===== config.mk =====
export PLATFORM = sky130hd
export DESIGN_NAME = multicycle_controller_flat
export DESIGN_NICKNAME = d
export VERILOG_FILES = /design/src/rtl/multicycle_controller_pkg.sv /design/src/rtl/multicycle_controller_if.sv /design/src/rtl/multicycle_controller_alu_decode.sv /design/src/rtl/multicycle_controller.sv /design/src/flat_wrapper.sv
export SDC_FILE = /design/constraint.sdc
export NUM_CORES = 1
export LEC_CHECK = 0
export ABC_AREA = 1
export CORE_MARGIN = 4
export CORE_UTILIZATION = 39
export DETAILED_ROUTE_END_ITERATION = 8
export PLACE_DENSITY_LB_ADDON = 0.12
export SYNTH_ARGS = -nofsm -noshare
export SYNTH_HDL_FRONTEND = slang
export SYNTH_HIERARCHICAL = 1
export SYNTH_SLANG_ARGS = --single-unit

===== constraint.sdc =====
create_clock -name Clk -period 3.5 [get_ports Clk]
set_input_delay 0.35 -clock Clk [delete_from_list [all_inputs] [get_ports Clk]]
set_output_delay 0.35 -clock Clk [all_outputs]
set_load 0.01 [all_outputs]

===== src/rtl/multicycle_controller_pkg.sv =====
// ----------------------------------------------------------------------------
// mc_ctrl_pkg
// Shared definitions for the multi-cycle MIPS controller. It holds the FSM
// state type, the MIPS opcode/funct/rt constants, the ALUControl encodings,
// the MemRead/MemWrite size codes, the PCSource and ALUSrcB select codes, and
// small helpers that classify memory opcodes.
// No ports (package).
// ----------------------------------------------------------------------------
package mc_ctrl_pkg;

    typedef enum logic [3:0] {
        S_IDLE,
        S_FETCH,
        S_DECODE,
        S_EXEC,
        S_MUL_WAIT,
        S_MEM_ADDR,
        S_MEM_ACC,
        S_WB,
        S_BRANCH,
        S_JUMP
    } state_t;

    // Primary opcodes (Instruction[31:26])
    localparam logic [5:0] OP_RTYPE    = 6'h00;
    localparam logic [5:0] OP_REGIMM   = 6'h01;
    localparam logic [5:0] OP_J        = 6'h02;
    localparam logic [5:0] OP_JAL      = 6'h03;
    localparam logic [5:0] OP_BEQ      = 6'h04;
    localparam logic [5:0] OP_BNE      = 6'h05;
    localparam logic [5:0] OP_BLEZ     = 6'h06;
    localparam logic [5:0] OP_BGTZ     = 6'h07;
    localparam logic [5:0] OP_ADDI     = 6'h08;
    localparam logic [5:0] OP_SLTI     = 6'h0a;
    localparam logic [5:0] OP_ANDI     = 6'h0c;
    localparam logic [5:0] OP_ORI      = 6'h0d;
    localparam logic [5:0] OP_XORI     = 6'h0e;
    localparam logic [5:0] OP_SPECIAL2 = 6'h1c;
    localparam logic [5:0] OP_LB       = 6'h20;
    localparam logic [5:0] OP_LH       = 6'h21;
    localparam logic [5:0] OP_LW       = 6'h23;
    localparam logic [5:0] OP_SB       = 6'h28;
    localparam logic [5:0] OP_SH       = 6'h29;
    localparam logic [5:0] OP_SW       = 6'h2b;

    // R-type funct codes (Instruction[5:0])
    localparam logic [5:0] FN_SLL = 6'h00;
    localparam logic [5:0] FN_SRL = 6'h02;
    localparam logic [5:0] FN_JR  = 6'h08;
    localparam logic [5:0] FN_ADD = 6'h20;
    localparam logic [5:0] FN_SUB = 6'h22;
    localparam logic [5:0] FN_AND = 6'h24;
    localparam logic [5:0] FN_OR  = 6'h25;
    localparam logic [5:0] FN_XOR = 6'h26;
    localparam logic [5:0] FN_NOR = 6'h27;
    localparam logic [5:0] FN_SLT = 6'h2a;

    // SPECIAL2 funct for mul
    localparam logic [5:0] FN_MUL = 6'h02;

    // REGIMM rt selectors
    localparam logic [4:0] RT_BLTZ = 5'd0;
    localparam logic [4:0] RT_BGEZ = 5'd1;

    // ALUControl encodings
    localparam logic [4:0] ALU_NONE = 5'b00000;
    localparam logic [4:0] ALU_ADD  = 5'b00001;
    localparam logic [4:0] ALU_SUB  = 5'b00010;
    localparam logic [4:0] ALU_MUL  = 5'b00011;
    localparam logic [4:0] ALU_SLL  = 5'b00100;
    localparam logic [4:0] ALU_SRL  = 5'b00101;
    localparam logic [4:0] ALU_AND  = 5'b00110;
    localparam logic [4:0] ALU_OR   = 5'b00111;
    localparam logic [4:0] ALU_XOR  = 5'b01000;
    localparam logic [4:0] ALU_NOR  = 5'b01101;
    localparam logic [4:0] ALU_SLT  = 5'b01110;

    // MemRead / MemWrite size codes
    localparam logic [1:0] MEM_NONE = 2'b00;
    localparam logic [1:0] MEM_WORD = 2'b01;
    localparam logic [1:0] MEM_HALF = 2'b10;
    localparam logic [1:0] MEM_BYTE = 2'b11;

    // PCSource selects
    localparam logic [1:0] PCSRC_ALU    = 2'b00;
    localparam logic [1:0] PCSRC_ALUOUT = 2'b01;
    localparam logic [1:0] PCSRC_JUMP   = 2'b10;
    localparam logic [1:0] PCSRC_RS     = 2'b11;

    // ALUSrcB selects
    localparam logic [1:0] SRCB_RT     = 2'b00;
    localparam logic [1:0] SRCB_FOUR   = 2'b01;
    localparam logic [1:0] SRCB_IMM    = 2'b10;
    localparam logic [1:0] SRCB_IMMSH2 = 2'b11;

    function automatic logic isLoad(input logic [5:0] op);
        return (op == OP_LB) || (op == OP_LH) || (op == OP_LW);
    endfunction

    function automatic logic isStore(input logic [5:0] op);
        return (op == OP_SB) || (op == OP_SH) || (op == OP_SW);
    endfunction

    // Access size shared by the load and store of the same width
    function automatic logic [1:0] memSize(input logic [5:0] op);
        case (op)
            OP_LW, OP_SW: return MEM_WORD;
            OP_LH, OP_SH: return MEM_HALF;
            OP_LB, OP_SB: return MEM_BYTE;
            default:      return MEM_NONE;
        endcase
    endfunction

endpackage


===== src/rtl/multicycle_controller_if.sv =====
// ----------------------------------------------------------------------------
// multicycle_controller_if
// Bundles the instruction/handshake inputs and every datapath control line of
// the multi-cycle controller.
//   slave  : controller side (takes Instruction, MemReady, BranchCond and
//            drives all control outputs)
//   master : datapath/environment side (the mirror image)
// ----------------------------------------------------------------------------
interface multicycle_controller_if #(
    parameter int ALU_CTRL_W = 5
) ();

    logic [31:0]           Instruction;
    logic                  MemReady;
    logic                  BranchCond;

    logic                  PCWrite;
    logic                  IRWrite;
    logic                  IorD;
    logic                  RegWrite;
    logic                  RegDst;
    logic                  MemToReg;
    logic                  ALUSrcA;
    logic [1:0]            ALUSrcB;
    logic [ALU_CTRL_W-1:0] ALUControl;
    logic                  ShiftControl;
    logic [1:0]            MemRead;
    logic [1:0]            MemWrite;
    logic [1:0]            PCSource;
    logic                  Jal;
    logic                  MulStart;
    logic                  IllegalOp;
    logic                  Busy;

    modport master (
        output Instruction, MemReady, BranchCond,
        input  PCWrite, IRWrite, IorD, RegWrite, RegDst, MemToReg, ALUSrcA,
               ALUSrcB, ALUControl, ShiftControl, MemRead, MemWrite, PCSource,
               Jal, MulStart, IllegalOp, Busy
    );

    modport slave (
        input  Instruction, MemReady, BranchCond,
        output PCWrite, IRWrite, IorD, RegWrite, RegDst, MemToReg, ALUSrcA,
               ALUSrcB, ALUControl, ShiftControl, MemRead, MemWrite, PCSource,
               Jal, MulStart, IllegalOp, Busy
    );

endinterface


===== src/rtl/multicycle_controller_alu_decode.sv =====
// ----------------------------------------------------------------------------
// mc_alu_decode
// Purely combinational map from opcode/funct/rt to the ALU operation. Used by
// the EXEC state (R-type, mul, immediates) and the BRANCH state (compare op).
//   i_opcode       : Instruction[31:26]
//   i_funct        : Instruction[5:0]
//   i_rt           : Instruction[20:16], selects bltz/bgez under REGIMM
//   o_aluControl   : ALU operation code
//   o_shiftControl : shamt replaces rs (sll/srl)
//   o_illegal      : opcode/funct/rt combination has no ALU meaning
// ----------------------------------------------------------------------------
module mc_alu_decode
    import mc_ctrl_pkg::*;
#(
    parameter int ALU_CTRL_W = 5
) (
    input  logic [5:0]            i_opcode,
    input  logic [5:0]            i_funct,
    input  logic [4:0]            i_rt,
    output logic [ALU_CTRL_W-1:0] o_aluControl,
    output logic                  o_shiftControl,
    output logic                  o_illegal
);

    logic [4:0] w_code;
    logic       w_shift;
    logic       w_illegal;

    // Unsupported combinations report ALU_NONE so a bad instruction never
    // requests a real ALU operation. Branches compare with sub (equality)
    // or slt (sign tests against zero).
    always_comb begin
        w_code    = ALU_NONE;
        w_shift   = 1'b0;
        w_illegal = 1'b0;
        case (i_opcode)
            OP_RTYPE: begin
                case (i_funct)
                    FN_ADD:  w_code = ALU_ADD;
                    FN_SUB:  w_code = ALU_SUB;
                    FN_AND:  w_code = ALU_AND;
                    FN_OR:   w_code = ALU_OR;
                    FN_XOR:  w_code = ALU_XOR;
                    FN_NOR:  w_code = ALU_NOR;
                    FN_SLT:  w_code = ALU_SLT;
                    FN_SLL: begin
                        w_code  = ALU_SLL;
                        w_shift = 1'b1;
                    end
                    FN_SRL: begin
                        w_code  = ALU_SRL;
                        w_shift = 1'b1;
                    end
                    default: w_illegal = 1'b1;
                endcase
            end
            OP_SPECIAL2: begin
                if (i_funct == FN_MUL) begin
                    w_code = ALU_MUL;
                end else begin
                    w_illegal = 1'b1;
                end
            end
            OP_ADDI:         w_code = ALU_ADD;
            OP_ANDI:         w_code = ALU_AND;
            OP_ORI:          w_code = ALU_OR;
            OP_XORI:         w_code = ALU_XOR;
            OP_SLTI:         w_code = ALU_SLT;
            OP_BEQ, OP_BNE:  w_code = ALU_SUB;
            OP_BLEZ, OP_BGTZ: w_code = ALU_SLT;
            OP_REGIMM: begin
                if ((i_rt == RT_BLTZ) || (i_rt == RT_BGEZ)) begin
                    w_code = ALU_SLT;
                end else begin
                    w_illegal = 1'b1;
                end
            end
            default:         w_illegal = 1'b1;
        endcase
    end

    assign o_aluControl   = ALU_CTRL_W'(w_code);
    assign o_shiftControl = w_shift;
    assign o_illegal      = w_illegal;

endmodule


===== src/rtl/multicycle_controller.sv =====
// ----------------------------------------------------------------------------
// multicycle_controller
// Multi-cycle MIPS control FSM. Sequences each instruction through
// FETCH/DECODE/EXEC/MEM/WB (plus BRANCH, JUMP and a multiplier wait), stalls
// on the memory handshake and drives the datapath control lines per state.
//   Clk     : system clock, rising edge
//   Rst     : asynchronous active-low reset
//   ctrlBus : slave side of multicycle_controller_if (Instruction, MemReady,
//             BranchCond in; all datapath controls, MulStart, IllegalOp and
//             Busy out)
// ----------------------------------------------------------------------------
module multicycle_controller
    import mc_ctrl_pkg::*;
#(
    parameter int MUL_LATENCY = 4,
    parameter int ALU_CTRL_W  = 5,
    parameter int CNT_W       = 4
) (
    input  logic                   Clk,
    input  logic                   Rst,
    multicycle_controller_if.slave ctrlBus
);

    state_t                r_state;
    state_t                w_nextState;
    logic [CNT_W-1:0]      r_waitCnt;

    logic [5:0]            w_opcode;
    logic [5:0]            w_funct;
    logic [4:0]            w_rt;
    logic [ALU_CTRL_W-1:0] w_aluControl;
    logic                  w_shiftControl;
    logic                  w_aluIllegal;

    logic                  w_isRtype;
    logic                  w_isMul;
    logic                  w_isJr;
    logic                  w_isImm;
    logic                  w_isLoad;
    logic                  w_isStore;
    logic                  w_isCmpBranch;
    logic                  w_unused;

    assign w_opcode = ctrlBus.Instruction[31:26];
    assign w_funct  = ctrlBus.Instruction[5:0];
    assign w_rt     = ctrlBus.Instruction[20:16];

    // Register numbers and immediates belong to the datapath, not to us
    assign w_unused = ^{ctrlBus.Instruction[25:21], ctrlBus.Instruction[15:6]};

    assign w_isRtype     = (w_opcode == OP_RTYPE);
    assign w_isMul       = (w_opcode == OP_SPECIAL2);
    assign w_isJr        = w_isRtype && (w_funct == FN_JR);
    assign w_isImm       = (w_opcode == OP_ADDI) || (w_opcode == OP_ANDI) ||
                           (w_opcode == OP_ORI)  || (w_opcode == OP_XORI) ||
                           (w_opcode == OP_SLTI);
    assign w_isLoad      = isLoad(w_opcode);
    assign w_isStore     = isStore(w_opcode);
    assign w_isCmpBranch = (w_opcode == OP_BEQ)  || (w_opcode == OP_BNE) ||
                           (w_opcode == OP_BLEZ) || (w_opcode == OP_BGTZ);

    mc_alu_decode #(
        .ALU_CTRL_W (ALU_CTRL_W)
    ) u_aluDecode (
        .i_opcode       (w_opcode),
        .i_funct        (w_funct),
        .i_rt           (w_rt),
        .o_aluControl   (w_aluControl),
        .o_shiftControl (w_shiftControl),
        .o_illegal      (w_aluIllegal)
    );

    // State register; reset abandons whatever instruction was in flight
    always_ff @(posedge Clk or negedge Rst) begin
        if (!Rst) begin
            r_state <= S_IDLE;
        end else begin
            r_state <= w_nextState;
        end
    end

    // Multiplier wait counter: loaded with MUL_LATENCY-1 as mul leaves EXEC
    // so MUL_WAIT lasts exactly MUL_LATENCY cycles (exit when it reads 0)
    always_ff @(posedge Clk or negedge Rst) begin
        if (!Rst) begin
            r_waitCnt <= '0;
        end else if ((r_state == S_EXEC) && w_isMul && !w_aluIllegal) begin
            r_waitCnt <= CNT_W'(MUL_LATENCY - 1);
        end else if ((r_state == S_MUL_WAIT) && (r_waitCnt != '0)) begin
            r_waitCnt <= r_waitCnt - CNT_W'(1);
        end
    end

    // Next-state and Moore-per-state outputs; everything defaults to 0 so a
    // state only mentions the lines it actually drives
    always_comb begin
        w_nextState          = r_state;
        ctrlBus.PCWrite      = 1'b0;
        ctrlBus.IRWrite      = 1'b0;
        ctrlBus.IorD         = 1'b0;
        ctrlBus.RegWrite     = 1'b0;
        ctrlBus.RegDst       = 1'b0;
        ctrlBus.MemToReg     = 1'b0;
        ctrlBus.ALUSrcA      = 1'b0;
        ctrlBus.ALUSrcB      = SRCB_RT;
        ctrlBus.ALUControl   = '0;
        ctrlBus.ShiftControl = 1'b0;
        ctrlBus.MemRead      = MEM_NONE;
        ctrlBus.MemWrite     = MEM_NONE;
        ctrlBus.PCSource     = PCSRC_ALU;
        ctrlBus.Jal          = 1'b0;
        ctrlBus.MulStart     = 1'b0;
        ctrlBus.IllegalOp    = 1'b0;
        ctrlBus.Busy         = (r_state != S_IDLE);

        case (r_state)
            S_IDLE: begin
                w_nextState = S_FETCH;
            end

            // PC+4 is computed every fetch cycle but only committed together
            // with the IR load once memory answers
            S_FETCH: begin
                ctrlBus.MemRead    = MEM_WORD;
                ctrlBus.ALUSrcB    = SRCB_FOUR;
                ctrlBus.ALUControl = ALU_CTRL_W'(ALU_ADD);
                if (ctrlBus.MemReady) begin
                    ctrlBus.IRWrite = 1'b1;
                    ctrlBus.PCWrite = 1'b1;
                    w_nextState     = S_DECODE;
                end
            end

            // Branch target PC+4+(imm<<2) lands in ALUOut while we route
            S_DECODE: begin
                ctrlBus.ALUSrcB    = SRCB_IMMSH2;
                ctrlBus.ALUControl = ALU_CTRL_W'(ALU_ADD);
                if (w_isJr) begin
                    w_nextState = S_JUMP;
                end else if (w_isRtype || w_isMul || w_isImm) begin
                    w_nextState = S_EXEC;
                end else if (w_isLoad || w_isStore) begin
                    w_nextState = S_MEM_ADDR;
                end else if (w_isCmpBranch) begin
                    w_nextState = S_BRANCH;
                end else if ((w_opcode == OP_REGIMM) && !w_aluIllegal) begin
                    w_nextState = S_BRANCH;
                end else if ((w_opcode == OP_J) || (w_opcode == OP_JAL)) begin
                    w_nextState = S_JUMP;
                end else begin
                    ctrlBus.IllegalOp = 1'b1;
                    w_nextState       = S_FETCH;
                end
            end

            S_EXEC: begin
                ctrlBus.ALUSrcA      = 1'b1;
                ctrlBus.ALUSrcB      = (w_isRtype || w_isMul) ? SRCB_RT : SRCB_IMM;
                ctrlBus.ALUControl   = w_aluControl;
                ctrlBus.ShiftControl = w_shiftControl;
                if (w_aluIllegal) begin
                    ctrlBus.IllegalOp = 1'b1;
                    w_nextState       = S_FETCH;
                end else if (w_isMul) begin
                    ctrlBus.MulStart = 1'b1;
                    w_nextState      = S_MUL_WAIT;
                end else begin
                    w_nextState = S_WB;
                end
            end

            S_MUL_WAIT: begin
                if (r_waitCnt == '0) begin
                    w_nextState = S_WB;
                end
            end

            S_MEM_ADDR: begin
                ctrlBus.ALUSrcA    = 1'b1;
                ctrlBus.ALUSrcB    = SRCB_IMM;
                ctrlBus.ALUControl = ALU_CTRL_W'(ALU_ADD);
                w_nextState        = S_MEM_ACC;
            end

            // Request is held steady until memory signals completion
            S_MEM_ACC: begin
                ctrlBus.IorD = 1'b1;
                if (w_isLoad) begin
                    ctrlBus.MemRead = memSize(w_opcode);
                end else begin
                    ctrlBus.MemWrite = memSize(w_opcode);
                end
                if (ctrlBus.MemReady) begin
                    w_nextState = w_isLoad ? S_WB : S_FETCH;
                end
            end

            S_WB: begin
                ctrlBus.RegWrite = 1'b1;
                ctrlBus.RegDst   = w_isRtype || w_isMul;
                ctrlBus.MemToReg = !w_isLoad;
                w_nextState      = S_FETCH;
            end

            S_BRANCH: begin
                ctrlBus.ALUSrcA    = 1'b1;
                ctrlBus.ALUSrcB    = SRCB_RT;
                ctrlBus.ALUControl = w_aluControl;
                ctrlBus.PCSource   = PCSRC_ALUOUT;
                ctrlBus.PCWrite    = ctrlBus.BranchCond;
                w_nextState        = S_FETCH;
            end

            S_JUMP: begin
                ctrlBus.PCWrite  = 1'b1;
                ctrlBus.PCSource = w_isJr ? PCSRC_RS : PCSRC_JUMP;
                if (w_opcode == OP_JAL) begin
                    ctrlBus.Jal      = 1'b1;
                    ctrlBus.RegWrite = 1'b1;
                end
                w_nextState = S_FETCH;
            end

            default: begin
                w_nextState = S_IDLE;
            end
        endcase
    end

endmodule


===== src/flat_wrapper.sv =====
// flat-port wrapper written by rule: the top's interface ports become plain ports
module multicycle_controller_flat import mc_ctrl_pkg::*;
#(
    parameter int MUL_LATENCY = 4,
    parameter int ALU_CTRL_W  = 5,
    parameter int CNT_W       = 4
)
  (Clk, Rst, ctrlBus_Instruction, ctrlBus_MemReady, ctrlBus_BranchCond, ctrlBus_PCWrite, ctrlBus_IRWrite, ctrlBus_IorD, ctrlBus_RegWrite, ctrlBus_RegDst, ctrlBus_MemToReg, ctrlBus_ALUSrcA, ctrlBus_ALUSrcB, ctrlBus_ALUControl, ctrlBus_ShiftControl, ctrlBus_MemRead, ctrlBus_MemWrite, ctrlBus_PCSource, ctrlBus_Jal, ctrlBus_MulStart, ctrlBus_IllegalOp, ctrlBus_Busy);
  multicycle_controller_if #(.ALU_CTRL_W(ALU_CTRL_W)) ctrlBus_i ();
  input  logic Clk;
  input  logic Rst;
  input wire logic [$bits(ctrlBus_i.Instruction)-1:0] ctrlBus_Instruction;
  input wire logic [$bits(ctrlBus_i.MemReady)-1:0] ctrlBus_MemReady;
  input wire logic [$bits(ctrlBus_i.BranchCond)-1:0] ctrlBus_BranchCond;
  output wire logic [$bits(ctrlBus_i.PCWrite)-1:0] ctrlBus_PCWrite;
  output wire logic [$bits(ctrlBus_i.IRWrite)-1:0] ctrlBus_IRWrite;
  output wire logic [$bits(ctrlBus_i.IorD)-1:0] ctrlBus_IorD;
  output wire logic [$bits(ctrlBus_i.RegWrite)-1:0] ctrlBus_RegWrite;
  output wire logic [$bits(ctrlBus_i.RegDst)-1:0] ctrlBus_RegDst;
  output wire logic [$bits(ctrlBus_i.MemToReg)-1:0] ctrlBus_MemToReg;
  output wire logic [$bits(ctrlBus_i.ALUSrcA)-1:0] ctrlBus_ALUSrcA;
  output wire logic [$bits(ctrlBus_i.ALUSrcB)-1:0] ctrlBus_ALUSrcB;
  output wire logic [$bits(ctrlBus_i.ALUControl)-1:0] ctrlBus_ALUControl;
  output wire logic [$bits(ctrlBus_i.ShiftControl)-1:0] ctrlBus_ShiftControl;
  output wire logic [$bits(ctrlBus_i.MemRead)-1:0] ctrlBus_MemRead;
  output wire logic [$bits(ctrlBus_i.MemWrite)-1:0] ctrlBus_MemWrite;
  output wire logic [$bits(ctrlBus_i.PCSource)-1:0] ctrlBus_PCSource;
  output wire logic [$bits(ctrlBus_i.Jal)-1:0] ctrlBus_Jal;
  output wire logic [$bits(ctrlBus_i.MulStart)-1:0] ctrlBus_MulStart;
  output wire logic [$bits(ctrlBus_i.IllegalOp)-1:0] ctrlBus_IllegalOp;
  output wire logic [$bits(ctrlBus_i.Busy)-1:0] ctrlBus_Busy;
  assign ctrlBus_i.Instruction = ctrlBus_Instruction;
  assign ctrlBus_i.MemReady = ctrlBus_MemReady;
  assign ctrlBus_i.BranchCond = ctrlBus_BranchCond;
  assign ctrlBus_PCWrite = ctrlBus_i.PCWrite;
  assign ctrlBus_IRWrite = ctrlBus_i.IRWrite;
  assign ctrlBus_IorD = ctrlBus_i.IorD;
  assign ctrlBus_RegWrite = ctrlBus_i.RegWrite;
  assign ctrlBus_RegDst = ctrlBus_i.RegDst;
  assign ctrlBus_MemToReg = ctrlBus_i.MemToReg;
  assign ctrlBus_ALUSrcA = ctrlBus_i.ALUSrcA;
  assign ctrlBus_ALUSrcB = ctrlBus_i.ALUSrcB;
  assign ctrlBus_ALUControl = ctrlBus_i.ALUControl;
  assign ctrlBus_ShiftControl = ctrlBus_i.ShiftControl;
  assign ctrlBus_MemRead = ctrlBus_i.MemRead;
  assign ctrlBus_MemWrite = ctrlBus_i.MemWrite;
  assign ctrlBus_PCSource = ctrlBus_i.PCSource;
  assign ctrlBus_Jal = ctrlBus_i.Jal;
  assign ctrlBus_MulStart = ctrlBus_i.MulStart;
  assign ctrlBus_IllegalOp = ctrlBus_i.IllegalOp;
  assign ctrlBus_Busy = ctrlBus_i.Busy;
  multicycle_controller #(.MUL_LATENCY(MUL_LATENCY), .ALU_CTRL_W(ALU_CTRL_W), .CNT_W(CNT_W)) u_core (.Clk(Clk), .Rst(Rst), .ctrlBus(ctrlBus_i));
endmodule

==> results of run 1 <==
[logic make-up (layout without fill, tap and decap cells)]
kind of cell	count (synthesis)	in the layout	share of synthesized area
buffers and inverters	59	104	0.161
adder cells (fa/ha/maj)	1	1	0.00894
XOR/XNOR	1	1	0.00626
other	1	1	0.00268
AND/OR/NAND/NOR	174	174	0.567
flip-flops	8	8	0.143
AO/OA/AOI/OAI	25	25	0.112
[how the worst min path moves through the flow]
| stage | startpoint | to | slack (ns) | depth (start not counted) |
|---|---|---|---|---|
| 2_1_floorplan | Rst | u_core/r_state[0]$_DFFE_PN0P_ | 0.05 | 0 |
| 4_1_cts | Rst | u_core/r_waitCnt[0]$_DFFE_PN0P_ | 0.38 | 1 |
| 6_report | Rst | u_core/r_waitCnt[0]$_DFFE_PN0P_ | 0.37 | 1 |
| 3_3_place_gp | u_core/r_waitCnt[0]$_DFFE_PN0P_ | u_core/r_waitCnt[0]$_DFFE_PN0P_ | 0.49 | 2 |
| 5_1_grt | Rst | u_core/r_waitCnt[0]$_DFFE_PN0P_ | 0.39 | 1 |
| 3_5_place_dp | u_core/r_waitCnt[0]$_DFFE_PN0P_ | u_core/r_waitCnt[0]$_DFFE_PN0P_ | 0.53 | 2 |
[power breakdown]
part	leakage [nW]	switching [mW]	internal, mW
sequential	0.102	0.0440	0.132
combinational	0.890	0.332	0.260
clock	0.0138	0.0291	0.0391
total	1.01	0.405	0.431
[worst max-delay path, cell delays in order]
cell and delay, ns:
clkdlybuf4s50_1 0.52, nor2_4 0.26, nand3_1 0.17, inv_1 0.16
nand3_1 0.10, nand2_1 0.15, o21ai_0 0.14, o21ai_1 0.17
nand3_1 0.10, o21ai_0 0.11, clkdlybuf4s50_1 0.58
[registers in the layout, indices dropped and copies added (netlist names)]
name and cells:
u_core/r_waitCnt 4, u_core/r_state 4
[cells in the mapped netlist]
cell type / number / area [um^2]
a21oi_2: 3 / 26.3
nand2_2: 4 / 25.0
o21a_1: 2 / 15.0
ha_1: 1 / 12.5
buf_4: 1 / 7.51
nor2_1: 47 / 176
o21ai_0: 10 / 50.1
conb_1: 1 / 3.75
nor3_1: 2 / 10.0
dfrtp_1: 8 / 200
xor2_1: 1 / 8.76
nor2_4: 2 / 22.5
or2_1: 1 / 6.26
o31ai_1: 1 / 7.51
nand4_1: 3 / 18.8
a21oi_1: 4 / 20.0
nand3_2: 3 / 30.0
a31oi_1: 1 / 6.26
nor4_1: 2 / 12.5
inv_2: 12 / 45.0
inv_1: 46 / 173
nand3b_1: 3 / 22.5
o21bai_1: 1 / 7.51
o21ai_2: 1 / 8.76
o211ai_1: 2 / 15.0
nor2_2: 10 / 62.6
nand2_1: 63 / 236
nand3_1: 34 / 170
[final cells by class]
cell class / count / area (um^2)
clock buffers: 3 / 22.5
inverters: 58 / 218
flip-flops and latches: 8 / 200
multi-input cells: 202 / 977
repair buffers: 43 / 435
fillers: 357 / 1480
well taps: 46 / 57.6
[per-layer routing]
metal | share of wire | up-vias | wire length, um | track usage
li1 | - | 933 | - | -
met1 | 0.51 | 729 | 1970 | 0.247
met2 | 0.43 | 60 | 1630 | 0.279
met3 | 0.055 | 2 | 212 | 0.0263
met4 | 0.0029 | 0 | 11 | 0.0273
met5 | 0 | - | 0 | 0
[what timing repair did]
item | in CTS | in global routing
hold buffers | 0 | 0
setup endpoints to repair | 0 | 1
endpoints found under the hold margin | 0 | 0
resized for setup | 0 | 4
==> flow_summary.yaml, run 1 <==
sta:
  min_period_ns: 3.16
  whs_ns: 0.369
  setup_viol: 0
  slew_viol_final: 0
  finalHoldViolCount: 0
  period_share: 0.903
  rsz0062_at_grt: "no"
  fin_setup_tns_ns: 0
  max_freq_mhz: 317
  skew_ns: 0.00823
  fin_ws_ns: 0.341
pwr:
  p_per_area_mw_per_mm2: 438
  peakVddDrop_v: 0.000154
  power.static_leakage_nw: 1.01
  finalPower_uw: 836
clocking:
  cts.sinks: 8
  cts.path.max_buffers: 2
  h-tree-depth: 1
  cts_buffers: 3
  clock_latency_ns: 0.25
  tritoncts: "done"
  cts_root_buffer: "clkbuf_4"
  clk_pin_slew_worst_paths_ns: 0.06
  cts_setup_buffers: 0
floorplanning:
  rows: 21
  die_area_mm2: 0.00461
  die_w_um: 67.9
  io_pins: 61
  core-area_mm2: 0.00339
  start_util: 0.413
  die_h_um: 67.9
routing:
  first_pass_iters: 4
  drcViolationCount: 0
  drt-initial-drc-count: 142
  wire_per_inst_um: 10.6
  antenna_left: 0
  num_vias: 1724
  viasPerCell: 4.79
  wirelength_um: 3820
grt:
  grt_usage: 0.173
  grt_max_degree: 11
  first_global_vias: 1499
  grt_first_pass_wirelength_um: 6360
  antenna_found_initial: 0
  grt-ovfl-total: 0
synthesis:
  syn_area_per_cell_um2: 5.20
  yosysUniqueCellTypes: 28
  ys_ff_latch: 8
  syn_nets: 306
  synth_area_mm2: 0.00140
  synth-seq-area-share: 0.143
  synth_cells: 269
  yosys_warnings: 6
cells_and_area:
  diodes: 0
  stdcell_area_mm2: 0.00191
  final_cells: 360
  mostFrequentLayoutCells: "nand2_1, inv_1, nor2_1"
  final_core_util: 0.564
  drive_above_1_share: 0.124
  final_nets: 353
  area.growth.synth_to_final_pct: 36.5
  final_common_cell: "nand2_1"
run_status:
  outcome: "finished clean"
placement:
  placed_cells: 357
  dp_hpwl_um: 3190
  dpl_worst_slack_ns: 0.290
  numPortBuffers: 43
  post_dp_cell_area_mm2: 0.00188
  gp_congestion: 0.897
hold_path:
  min_path_type: "in -> async"
run:
  max_cap_violations: 0
critical_path:
  critPathLaunch: "ctrlBus_Instruction[31]"
  worst_r2r_path_depth: 9
  end_kind: "output port"
  critPathRequiredTime_ns: 3.15
  worstSetupStartpointType: "input port"
  path_class: "in -> out"
  arrival_ns: 2.81
  r2r_slack_ns: 1.99
  crit_end: "ctrlBus_IllegalOp"
  reg2reg_to: "u_core/r_state[2]$_DFFE_PN0P_"
  cp_max_fo: 10
  r2r_start: "u_core/r_waitCnt[0]$_DFFE_PN0P_"
(Power assumes the default switching activity.)
==> run 2, diff against run 1 <==
Settings changed: CORE_UTILIZATION 39 to 46.
==> flow_summary.yaml, run 2 (synthesis gave the netlist of run 1 again) <==
critical_path:
  r2r_start: "u_core/r_waitCnt[0]$_DFFE_PN0P_"
  arrival_ns: 2.88
  r2r_slack_ns: 2.03
  worst_r2r_path_depth: 9
  reg2reg_to: "u_core/r_state[2]$_DFFE_PN0P_"
  path_cells: "clkdlybuf4s50_1, nor2_2, nand3_1, inv_1, nand3_1, nand2_1, o21ai_0, o21ai_0, nand3_1, o21ai_0, clkdlybuf4s50_1"
  end_kind: "output port"
  critPathRequiredTime_ns: 3.15
  worstSetupStartpointType: "input port"
  cp_max_fo: 8
  crit_slowest_cell: "clkdlybuf4s50_1"
  critPathMaxStageDelay_ns: 0.58
  path_class: "in -> out"
clocking:
  cts.path.max_buffers: 2
  cts_buffers: 3
  cts_setup_buffers: 0
  tritoncts: "done"
  clock_latency_ns: 0.25
  cts.sinks: 8
  h-tree-depth: 1
  holdBufCountCts: 0
  cts_root_buffer: "clkbuf_4"
  cts_resized: 0
  clk_pin_slew_worst_paths_ns: 0.05
routing:
  antenna_left: 0
  drcViolationCount: 0
  wire_per_inst_um: 10.6
  wirelength_um: 3670
  dr.max_layer_used: "met4"
  drt-met1-wl_um: 1960
  drt-initial-drc-count: 112
  first_pass_iters: 4
  viasPerCell: 4.83
  wl_met3_um: 170
  dr_wl_met2_um: 1530
  num_vias: 1668
grt:
  grt_first_pass_wirelength_um: 6580
  grt_usage: 0.194
  grt_max_degree: 11
  first_global_vias: 1565
  grt-ovfl-total: 0
  antenna_found_initial: 0
floorplanning:
  die_h_um: 63.2
  start_util: 0.495
  die_area_mm2: 0.00399
  core-area_mm2: 0.00283
  io_pins: 61
  die_w_um: 63.2
  rows: 19
sta:
  finalHoldViolCount: 0
  skew_ns: 0.00337
  slew_viol_final: 0
  period_share: 0.923
  min_period_ns: 3.23
  max_freq_mhz: 310
  rsz0062_at_grt: "no"
  setup_viol: 0
  fin_setup_tns_ns: 0
cells_and_area:
  diodes: 0
  final_core_util: 0.666
  area.growth.synth_to_final_pct: 34.6
  final_nets: 353
  drive_above_1_share: 0.121
  stdcell_area_mm2: 0.00188
  reg_top3: "u_core/r_state x4, u_core/r_waitCnt x4"
  final_common_cell: "nand2_1"
  fillCellCount: 283
  mostFrequentLayoutCells: "nand2_1, nor2_1, inv_1"
hold_path:
  min_path_type: "in -> async"
run_status:
  outcome: "finished clean"
placement:
  post_dp_cell_area_mm2: 0.00186
  gp_congestion: 0.933
  dp_hpwl_um: 3090
  numPortBuffers: 43
run:
  max_cap_violations: 0
pwr:
  peakVddDrop_v: 0.000301
  p_per_area_mw_per_mm2: 440
  finalPower_uw: 829
  power.static_leakage_nw: 0.988
==> run 2: worst max-delay path by stage <==
stage,depth (start not counted),startpoint,slack (ns),endpoint
finish,11,ctrlBus_Instruction[27],0.27,ctrlBus_IllegalOp
CTS,11,ctrlBus_Instruction[28],0.29,ctrlBus_IllegalOp
global route,11,ctrlBus_Instruction[27],0.03,ctrlBus_IllegalOp
floorplan,12,ctrlBus_Instruction[3],1.64,ctrlBus_IllegalOp
detailed placement,11,ctrlBus_Instruction[31],0.31,ctrlBus_IllegalOp
global placement,11,ctrlBus_Instruction[28],0.32,ctrlBus_IllegalOp
==> run 2: through the flow <==
stage | hold slack, ns | cells | worst slack, ns
after global routing | 0.392 | 345 | 0.0341
after CTS | 0.372 | 345 | 0.291
after floorplan | 0.0544 | 269 | 1.64
after global placement | 0.488 | 342 | 0.318
final | 0.372 | 345 | 0.269
after detailed placement | 0.497 | 342 | 0.314
==> run 2: area by class of cell <==
| class | count | area, um^2 | share of cell area |
|---|---|---|---|
| multi-input cells | 202 | 975 | 0.517 |
| repair buffers | 43 | 430 | 0.228 |
| inverters | 58 | 218 | 0.116 |
| flip-flops and latches | 8 | 200 | 0.106 |
| well taps | 31 | 38.8 | 0.0206 |
| clock buffers | 3 | 22.5 | 0.0120 |
==> run 2: metal layers <==
metal	GRT usage	up-vias
met5	0	-
met4	0.0323	0
met3	0.0337	2
met2	0.300	47
met1	0.283	693
li1	-	926
==> run 2: where the power goes <==
part | total (mW) | internal, mW | switching (mW) | leakage, nW
sequential | 0.174 | 0.132 | 0.0426 | 0.102
combinational | 0.586 | 0.260 | 0.326 | 0.872
clock | 0.0682 | 0.0391 | 0.0291 | 0.0138
==> run 2: worst max-delay path, delay by kind of cell <==
kind,cells,cell delay (ns)
buf+inv,3,1.30
compound gates,3,0.50
simple gates,5,0.73
==> run 3, diff against run 2 <==
==> constraint.sdc (replaced) <==
create_clock -name Clk -period 3.5 [get_ports Clk]
set_input_delay 0.7 -clock Clk [delete_from_list [all_inputs] [get_ports Clk]]
set_output_delay 0.7 -clock Clk [all_outputs]
set_load 0.01 [all_outputs]
==> flow_summary.yaml, run 3 (synthesis gave the netlist of run 1 again) <==
grt:
  grt-ovfl-total: 0
  antenna_found_initial: 0
  grt_first_pass_wirelength_um: 7350
  grt_usage: 0.216
  grt_max_degree: 9
  first_global_vias: 1755
cells_and_area:
  drive_above_1_share: 0.223
  fillCellCount: 249
  stdcell_area_mm2: 0.00216
  final_nets: 388
  mostFrequentLayoutCells: "nand2_1, inv_1, nor2_1"
  reg_top3: "u_core/r_state x4, u_core/r_waitCnt x4"
  diodes: 0
  final_common_cell: "nand2_1"
  area.growth.synth_to_final_pct: 54.4
run_status:
  outcome: "finished clean"
sta:
  setup_viol: 0
  min_period_ns: 3.38
  max_freq_mhz: 296
  fin_ws_ns: 0.122
  period_share: 0.965
  slew_viol_final: 0
  skew_ns: 0.0121
  finalHoldViolCount: 0
pwr:
  power.static_leakage_nw: 1.21
  p_per_area_mw_per_mm2: 392
  peakVddDrop_v: 0.000327
run:
  max_cap_violations: 0
critical_path:
  crit_path_frequent_cell: "nand2_1"
  path_class: "in -> out"
  worstSetupStartpointType: "input port"
  critPathMaxStageDelay_ns: 0.55
  end_kind: "output port"
  path_cells: "clkdlybuf4s50_1, buf_4, nand2_1, nor2_2, nand2_1, buf_4, nand4_1, nand2_1, nand3_1, inv_1, nor2_1, clkdlybuf4s50_1"
  cp_max_fo: 3
  arrival_ns: 2.68
  critPathRequiredTime_ns: 2.80
  crit_slowest_cell: "clkdlybuf4s50_1"
routing:
  wire_per_inst_um: 11.0
  wirelength_um: 4170
  drcViolationCount: 0
  num_vias: 1844
  viasPerCell: 4.85
  antenna_left: 0
  first_pass_iters: 4
  drt-initial-drc-count: 100
floorplanning:
  rows: 19
  start_util: 0.495
  die_w_um: 63.2
  core-area_mm2: 0.00283
  die_area_mm2: 0.00399
  die_h_um: 63.2
  io_pins: 61
placement:
  post_dp_cell_area_mm2: 0.00211
  dp_hpwl_um: 3410
  dpl_worst_slack_ns: -0.321
  gp_congestion: 0.874
  numPortBuffers: 43
clocking:
  clock_latency_ns: 0.26
  h-tree-depth: 1
  cts_buffers: 3
  cts.sinks: 8
  cts.path.max_buffers: 2
  tritoncts: "done"
  cts_root_buffer: "clkbuf_4"
  clk_pin_slew_worst_paths_ns: 0.06
  holdBufCountCts: 0
hold_path:
  min_path_type: "reg -> reg"
[run 3: changes by cell type in the layout (fill, tap and decap cells not counted), sizes merged]
cell,before,now
dlygate4sd2,0,5
clkdlybuf4s50,43,32
dlymetal6s2s,0,5
clkbuf,3,4
nor2,59,60
buf,0,34
[run 3: metal layers]
layer / part of all wire / vias to the layer above / global-route usage
li1: - / 996 / -
met1: 0.48 / 792 / 0.298
met2: 0.46 / 54 / 0.362
met3: 0.058 / 2 / 0.0409
met4: 0.0036 / 0 / 0.0216
met5: 0 / - / 0
[run 3: through the flow]
step	hold slack, ns	total power [mW]	util	TNS [ns]	cells
floorplan	0.404	0.520	-	0	269
global placement	0.485	0.770	0.746	-0.304	375
detailed placement	0.501	0.778	0.746	-0.384	375
CTS	0.515	0.851	0.759	0	380
global route	0.554	0.929	0.764	-0.0175	380
finish	0.516	0.847	0.764	0	380
[run 3: path summary, 6_finish.rpt]
check	from	endpoint	slack [ns]	cells after the start
max in group asynchronous	Rst	u_core/r_state[3]$_DFFE_PN0P_	2.52	1
max reg2reg	u_core/r_waitCnt[0]$_DFFE_PN0P_	u_core/r_state[2]$_DFFE_PN0P_	1.95	9
min in group asynchronous	Rst	u_core/r_waitCnt[2]$_DFFE_PN0P_	0.71	1
max	ctrlBus_Instruction[2]	ctrlBus_ALUControl[1]	0.12	12
min	u_core/r_waitCnt[0]$_DFFE_PN0P_	u_core/r_waitCnt[0]$_DFFE_PN0P_	0.52	2
min reg2reg	u_core/r_waitCnt[0]$_DFFE_PN0P_	u_core/r_waitCnt[0]$_DFFE_PN0P_	0.52	2
[run 3: report_power, final]
group	switching [mW]	leakage, nW	internal [mW]
clock	0.0304	0.0138	0.0392
combinational	0.341	1.09	0.262
sequential	0.0428	0.102	0.132
[run 3: repair_timing]
item / CTS / global route
hold endpoints to repair: 0 / 0
endpoints found under the setup margin: 3 / 7
cloned: 1 / 0
buffers inserted: 1 / 0
pin swaps: 1 / 3
resized for setup: 11 / 9
[run 3: area by class of cell]
class / instances / area (um^2) / share of cell area
timing repair buffer: 77 / 687 / 0.318
sequential: 8 / 200 / 0.0926
multi-input combinational: 203 / 996 / 0.461
clock buffer: 3 / 22.5 / 0.0104
inverter: 58 / 218 / 0.101
tap: 31 / 38.8 / 0.0179
[run 3: worst max-delay path, delay by kind of cell]
family | cells | cell delay (ns)
buffers and inverters | 5 | 1.38
AND/OR/NAND/NOR | 7 | 0.59
